<file path="src/rtl/forward_hazard_unit.sv">
// rtl/forward_hazard_unit.sv - EX/ID operand forwarding, load-use stall FSM, branch flush and perf counters
module forward_hazard_unit #(
    parameter int REG_ADDR_W = 5,
    parameter int LOAD_LAT   = 1,
    parameter int CNT_W      = 16
) (
    input  logic                  clk,
    input  logic                  rst,
    input  logic [REG_ADDR_W-1:0] id_rs,
    input  logic [REG_ADDR_W-1:0] id_rt,
    input  logic [REG_ADDR_W-1:0] id_ex_rs,
    input  logic [REG_ADDR_W-1:0] id_ex_rt,
    input  logic [REG_ADDR_W-1:0] id_ex_rd,
    input  logic                  id_ex_memread,
    input  logic                  id_ex_regwrite,
    input  logic [REG_ADDR_W-1:0] ex_mem_rd,
    input  logic [REG_ADDR_W-1:0] mem_wb_rd,
    input  logic                  ex_mem_regwrite,
    input  logic                  mem_wb_regwrite,
    input  logic                  branch_taken,
    input  logic                  perf_clr,
    output logic [1:0]            forward_a,
    output logic [1:0]            forward_b,
    output logic                  fwd_id_a,
    output logic                  fwd_id_b,
    output logic                  pc_write,
    output logic                  if_id_write,
    output logic                  id_ex_bubble,
    output logic                  if_id_flush,
    output logic [CNT_W-1:0]      stall_cycles,
    output logic [CNT_W-1:0]      flush_count
);

    localparam int SL_W = $clog2(LOAD_LAT + 1);

    typedef enum logic {
        IDLE,
        STALL
    } state_t;

    state_t          state;
    logic [SL_W-1:0] stall_left;
    logic            ex_mem_hit_a, ex_mem_hit_b, mem_wb_hit_a, mem_wb_hit_b;
    logic            hazard;
    logic            stall;
    logic            flush;
    logic            unused_inputs;

    // The load-use check only needs memread; a load's regwrite adds nothing.
    assign unused_inputs = id_ex_regwrite;

    // Register 0 is hardwired, so a zero destination never matches anything.
    assign ex_mem_hit_a = ex_mem_regwrite && (ex_mem_rd != '0) && (ex_mem_rd == id_ex_rs);
    assign ex_mem_hit_b = ex_mem_regwrite && (ex_mem_rd != '0) && (ex_mem_rd == id_ex_rt);
    assign mem_wb_hit_a = mem_wb_regwrite && (mem_wb_rd != '0) && (mem_wb_rd == id_ex_rs);
    assign mem_wb_hit_b = mem_wb_regwrite && (mem_wb_rd != '0) && (mem_wb_rd == id_ex_rt);

    always_comb begin
        forward_a = 2'b00;
        forward_b = 2'b00;
        fwd_id_a  = 1'b0;
        fwd_id_b  = 1'b0;
        if (!rst) begin
            if (ex_mem_hit_a)      forward_a = 2'b01;
            else if (mem_wb_hit_a) forward_a = 2'b10;
            if (ex_mem_hit_b)      forward_b = 2'b01;
            else if (mem_wb_hit_b) forward_b = 2'b10;
            fwd_id_a = mem_wb_regwrite && (mem_wb_rd != '0) && (mem_wb_rd == id_rs);
            fwd_id_b = mem_wb_regwrite && (mem_wb_rd != '0) && (mem_wb_rd == id_rt);
        end
    end

    assign hazard = id_ex_memread && (id_ex_rd != '0) &&
                    ((id_ex_rd == id_rs) || (id_ex_rd == id_rt));

    // The first stall cycle comes straight from the hazard so there is no gap.
    assign stall = !rst && ((state == STALL) || hazard);
    assign flush = !rst && branch_taken && !stall;

    assign pc_write     = !stall;
    assign if_id_write  = !stall;
    assign id_ex_bubble = stall;
    assign if_id_flush  = flush;

    always_ff @(posedge clk) begin
        if (rst) begin
            state      <= IDLE;
            stall_left <= '0;
        end else begin
            case (state)
                IDLE: begin
                    if (hazard && (LOAD_LAT > 1)) begin
                        state      <= STALL;
                        stall_left <= SL_W'(LOAD_LAT - 1);
                    end
                end
                STALL: begin
                    stall_left <= stall_left - 1'b1;
                    if (stall_left == SL_W'(1)) begin
                        state <= IDLE;
                    end
                end
                default: begin
                    state      <= IDLE;
                    stall_left <= '0;
                end
            endcase
        end
    end

    always_ff @(posedge clk) begin
        if (rst || perf_clr) begin
            stall_cycles <= '0;
            flush_count  <= '0;
        end else begin
            if (stall && (stall_cycles != '1)) begin
                stall_cycles <= stall_cycles + 1'b1;
            end
            if (flush && (flush_count != '1)) begin
                flush_count <= flush_count + 1'b1;
            end
        end
    end

endmodule

</file>
<file path="config.mk">
export PLATFORM = sky130hd
export DESIGN_NAME = forward_hazard_unit
export DESIGN_NICKNAME = d
export VERILOG_FILES = /design/src/rtl/forward_hazard_unit.sv
export SDC_FILE = /design/constraint.sdc
export NUM_CORES = 1
export LEC_CHECK = 0
export CAP_MARGIN = 15
export CORE_ASPECT_RATIO = 1.25
export CORE_MARGIN = 5
export CORE_UTILIZATION = 40
export DETAILED_ROUTE_END_ITERATION = 7
export PLACE_DENSITY = 0.84
export SLEW_MARGIN = 40
export SYNTH_ARGS = -nofsm -noshare
export SYNTH_HDL_FRONTEND = slang
export SYNTH_SLANG_ARGS = --single-unit
</file>
<file path="constraint.sdc">
create_clock -name clk -period 2.7 [get_ports clk]
set_clock_uncertainty 0.15 [all_clocks]
set_input_delay 0.54 -clock clk [delete_from_list [all_inputs] [get_ports clk]]
set_output_delay 0.54 -clock clk [all_outputs]
set_load 0.05 [all_outputs]
</file>
After elaboration in Yosys (flattened, before gate mapping)
Index checks and enable logic that the tools add are counted.
{"block": "totals", "regBits": 34, "latch_bits": 0, "ramBits": 0, "rom_bits": 0, "output_inout_bits": 42, "memories": 0}
{"block": "op_classes", "add_sub_neg": 3, "mul": 0, "div": 0, "magnitude_cmp": 0, "eq_ne": 10, "shifts": 0, "mux": 9, "bitwise_logic": 1, "n_reduce_logical": 24}
{"cell": "$eq 5x5->1", "n": 8}
{"cell": "$add 16x1->16 const B", "n": 2}
{"cell": "$ne 16x16->1 const B", "n": 2}
{"cell": "$logic_and 1x1->1", "n": 15}
{"cell": "$reduce_bool 5->1", "n": 3}
{"cell": "$mux 2", "n": 6}
{"cell": "$logic_or 1x1->1", "n": 3}
{"cell": "$mux 1", "n": 3}
{"cell": "$logic_not 1->1", "n": 2}
{"cell": "$reduce_or 2->1", "n": 1}
{"cell": "$not 1->1", "n": 1}
{"cell": "$sub 1x1->1 const B", "n": 1}

Logic depth before layout (Yosys ltp)
{"block": "logic_depth", "ltp_word": 8, "mapped_depth": 8, "mapped_depth_nobuf": 7}

Least setup slack after synthesis
Ideal clock, no wire load.
{"block": "synth_path", "path_type": "input to output", "start": "in ex_mem_rd[1]", "end": "out forward_a[1]", "arrival_ns": 3.010, "required_time_ns": 2.010, "slack_ns": -1.000, "path_stages": 4, "path_buffers": 0, "path_cell_list": "or4_1 > o21ai_0 > nor3_1 > nor4_1"}
{"block": "synth_between", "elab_chain_len": 5, "elab_cells_between_ends": 6}
{"item": "start: declaration", "line_no": "16", "source": "input logic [REG_ADDR_W-1:0] ex_mem_rd,"}
{"item": "$reduce_bool 5->1", "line_no": "53", "source": "assign ex_mem_hit_a = ex_mem_regwrite && (ex_mem_rd != '0) && (ex_mem_rd == id_ex_rs);"}
{"item": "$logic_and 1x1->1", "line_no": "53"}
{"item": "$logic_and 1x1->1 (*)", "line_no": "53"}
{"item": "$mux 2 (*)", "line_no": "64", "source": "if (ex_mem_hit_a) forward_a = 2'b01;"}
{"item": "$mux 2 (*)", "line_no": "63", "source": "if (!rst) begin"}
{"item": "end: declaration", "line_no": "22", "source": "output logic [1:0] forward_a,"}
Every way passes the cells marked *; elsewhere a longest branch is shown, timed or not.

Worst setup path after layout
Same ends and word-level chain as after synthesis.

==> out/qor_table.md <==
| Metric | Value |
|---|---|
| Result of the run | finished with violations |
| Violated checks | negative setup slack |
| Post-DR wirelength/cell | 15.2 um |
| Reported max-cap violation count | 0 |
| Via count of the first global-routing pass | 2689 |
| Wire length of the first global-routing pass | 12000 um |
| Routed wire length on met3 | 546 um |
| Worst Path Max Fanout | 3 |
| Final total power | 1390 uW |
| Total Nets Final | 468 |
| Hold violation count in the final report | 0 |
| DRT Wirelength | 7450 um |
| Post-synth cell types | 50 |
| Share of the yosys chip area belonging to registers | 29.5% |
| Crit path time final | 2.70 ns |
| Top-level I/O count | 85 |
| Met1 Routed Length | 2730 um |
| GR Overflow Total | 0 |
| Chip height | 94.9 um |
| Achievable frequency | 370 MHz |
| Async set or reset register ratio after synthesis | 0% |
| Critical Path AT | 2.01 ns |
| Count of port buffers added during placement | 83 |
| Fill cell count | 416 |
| Antenna cell count | 0 |
| Cell row count | 31 |
| Area of the die | 0.00740 sq mm |
| Number of DRC markers in iteration 0 | 171 |
| Dominant cells by area after synthesis | sky130_fd_sc_hd__dfxtp_1 29%, sky130_fd_sc_hd__xnor2_1 12%, sky130_fd_sc_hd__xor2_1 7.2% |
| Slew HR | 63.1% |
| Number of cells in the finished layout apart from fillers | 490 |
| Layout cells sized above 1 | 30.9% |
| Number of clock sinks seen by CTS | 34 |
| Starting density of the core | 40.5% |
| Cell at the root of the clock tree | sky130_fd_sc_hd__clkbuf_8 |
| P_leak | 0.00151 uW |
| Metal2 WL | 3970 um |
| CTS Hold Buffers Added | 0 |
| Type of element capturing the critical path | output pin |
| Die width | 77.9 um |
| Critical setup path kind | in -> out |
| Clock tree from TritonCTS | built |
| Via density per instance | 5.50 |
| Post-detailed-route DRC marker count | 0 |
| Detailed Routing Iterations Pass 1 | 4 |
| Area post-placement | 0.00375 sq mm |
| Kind of path behind the tightest hold check | reg -> reg |
| Top cell type's share of synthesized area | 29.5% |
| Detailed-route via count | 2694 |
| Most frequently used flop master after synthesis | sky130_fd_sc_hd__dfxtp_1 |
| CTS clk-pin slew, worst paths | 0.08 ns |
| Layout Cell Area excl Fill | 0.00397 sq mm |
| Final-report setup violation count | 1 |
| Max Slew Vio Count | 0 |
| Pin count of the biggest net entering global routing | 16 |
| Detailed placer's ending HPWL | 5810 um |
| Area added between synthesis and finish | 72.0% |
| Synthesized Nets | 329 |
| Global routing usage summed across all routing layers | 19.6% |
| Placer's final routability congestion estimate | 0.863 |
| Placeable Area | 0.00570 sq mm |
| H-tree level count | 2 |
| Fin crit share | 100% |
| Seq cells post-synth | 34 |
| Clock buffer count from CTS | 5 |
| Top sig layer | met4 |
| VDD IR-drop max | 0.000240 V |
| Setup repair after global routing missed its margin | yes |
| CP Launch Type | input pin |
| Post-synth EDFFs | 0 |
| Yosys warns | 0 |
| Cell accounting for the most synthesized area | sky130_fd_sc_hd__dfxtp_1 |
| Netlist area before placement | 0.00231 sq mm |
| Slew at the pin closest to its max-slew limit | 0.552 ns |
| Clock Path Buffers | 2 |
| Data required, critical path | 2.01 ns |
| Synth Instances | 284 |
| Antenna violations before repair | 0 |
| # placed instances | 474 |
| Power density normalized to cell area | 350 mW/mm^2 |
| Mapped Avg Cell Area | 8.13 sq um |
| Clock insertion delay at the later pin of the skew report | 0.29 ns |
| Final antenna-violating net count | 0 |
| Setup slack of the critical path after layout | -0.00371 ns |
[report_power, final]
part | internal, uW | switching (uW) | leakage, uW
Clock | 370 | 201 | 0.0000683
Sequential | 502 | 1.29 | 0.000274
Combinational | 165 | 153 | 0.00117
[worst max-delay path, cell delays in order]
cell,delay [ns]
sky130_fd_sc_hd__buf_8,0.10
sky130_fd_sc_hd__or4_4,0.54
sky130_fd_sc_hd__o21ai_4,0.25
sky130_fd_sc_hd__nor3_4,0.07
sky130_fd_sc_hd__nor4_4,0.33
sky130_fd_sc_hd__buf_12,0.18
[layer usage]
metal / vias up / global-route usage [%]
li1: 1309 / -
met1: 1248 / 19.8
met2: 120 / 37.8
met3: 17 / 4.87
met4: 0 / 8.17
met5: - / 0
[cells in the mapped netlist (2+ instances only)]
master / instances
sky130_fd_sc_hd__a31o_2: 3
sky130_fd_sc_hd__or3_1: 7
sky130_fd_sc_hd__nand3_1: 19
sky130_fd_sc_hd__or4_1: 8
sky130_fd_sc_hd__clkbuf_1: 8
sky130_fd_sc_hd__and3_1: 7
sky130_fd_sc_hd__nand4_1: 9
sky130_fd_sc_hd__nand2_1: 18
sky130_fd_sc_hd__and4_1: 3
sky130_fd_sc_hd__o211ai_1: 2
sky130_fd_sc_hd__nor2_1: 23
sky130_fd_sc_hd__or2_2: 2
sky130_fd_sc_hd__nor4_1: 7
sky130_fd_sc_hd__o31ai_1: 5
sky130_fd_sc_hd__mux2i_1: 2
sky130_fd_sc_hd__ha_1: 2
sky130_fd_sc_hd__a31oi_1: 2
sky130_fd_sc_hd__buf_4: 2
sky130_fd_sc_hd__nor3_1: 6
sky130_fd_sc_hd__dfxtp_1: 34
sky130_fd_sc_hd__xor2_1: 19
sky130_fd_sc_hd__a21o_1: 2
sky130_fd_sc_hd__a21oi_1: 17
sky130_fd_sc_hd__o21ai_0: 9
sky130_fd_sc_hd__xnor2_1: 32
sky130_fd_sc_hd__inv_1: 11
sky130_fd_sc_hd__a41o_1: 2
[registers in the layout (all words and copies together) (netlist names)]
| signal | cells |
|---|---|
| flush_count | 16 |
| stall_cycles | 16 |
| state | 1 |
| stall_left | 1 |
[placed cells by master (no fill, tap or decap), types with 3 or more instances in the layout]
master	instances
sky130_fd_sc_hd__a21oi_1	16
sky130_fd_sc_hd__clkdlybuf4s50_1	40
sky130_fd_sc_hd__clkbuf_2	6
sky130_fd_sc_hd__xor2_1	19
sky130_fd_sc_hd__xnor2_1	24
sky130_fd_sc_hd__or4_4	4
sky130_fd_sc_hd__or4_1	4
sky130_fd_sc_hd__xnor2_2	6
sky130_fd_sc_hd__a31o_2	3
sky130_fd_sc_hd__buf_8	3
sky130_fd_sc_hd__buf_12	3
sky130_fd_sc_hd__nand2_2	3
sky130_fd_sc_hd__clkbuf_8	5
sky130_fd_sc_hd__nand3_1	17
sky130_fd_sc_hd__nand4_1	9
sky130_fd_sc_hd__o31ai_1	5
sky130_fd_sc_hd__inv_1	10
sky130_fd_sc_hd__nor4_2	3
sky130_fd_sc_hd__and3_1	7
sky130_fd_sc_hd__and4_1	3
sky130_fd_sc_hd__nand2_1	16
sky130_fd_sc_hd__nor2_1	23
sky130_fd_sc_hd__nor3_1	4
sky130_fd_sc_hd__dlygate4sd2_1	15
sky130_fd_sc_hd__dfxtp_1	34
sky130_fd_sc_hd__buf_4	66
sky130_fd_sc_hd__o21ai_0	7
sky130_fd_sc_hd__or3_1	7
sky130_fd_sc_hd__clkdlybuf4s15_1	7
[worst paths after layout]
check,cells after the start,start,end,slack [ns]
worst min-delay path,1,stall_left,state,0.31
worst min register to register,1,stall_left,state,0.31
worst max register to register,7,stall_cycles[6],stall_cycles[3],0.65
worst max-delay path,6,ex_mem_rd[1],forward_a[1],-0.004
[layout make-up]
class                      count  area [sq um]  share of cell area (%)
inverter                      11          45.0                    1.13
timing repair buffer         145          1280                    32.2
clock inverter                 3          68.8                    1.73
sequential                    34           681                    17.1
tap                           66          82.6                    2.08
clock buffer                   5          68.8                    1.73
multi-input combinational    226          1750                    44.0
[through the flow]
| step | hold slack [ns] | utilization, % | TNS (ns) | setup slack, ns |
|---|---|---|---|---|
| detailed placement | 0.291 | 65.8 | -3.19 | -0.449 |
| CTS | 0.313 | 69.1 | 0 | 0.000197 |
| finish | 0.308 | 69.6 | -0.00371 | -0.00371 |
| floorplan | 0.274 | - | -0.802 | -0.288 |
| global placement | 0.286 | 65.8 | -2.23 | -0.385 |
| global route | 0.335 | 69.6 | -0.0939 | -0.0479 |
[timing repair]
| action | CTS | global route |
|---|---|---|
| gates resized for setup | 62 | 19 |
| setup endpoints to repair | 10 | 8 |
| setup buffers | 5 | 3 |
| pin swaps | 11 | 11 |
[cells by family (layout without fill, tap and decap cells)]
kind of cell	count (synthesis)	after routing	share of synthesized area, %
and+or+nand+nor	119	119	28.2
AOI/OAI and AO/OA	52	52	16.4
xor gates and xnor gates	51	51	19.3
DFF	34	34	29.5
buffers and inverters	24	164	4.61
adders and majority gates	2	2	1.08
muxes	2	2	0.867
Power figures use the tool's default switching activity.
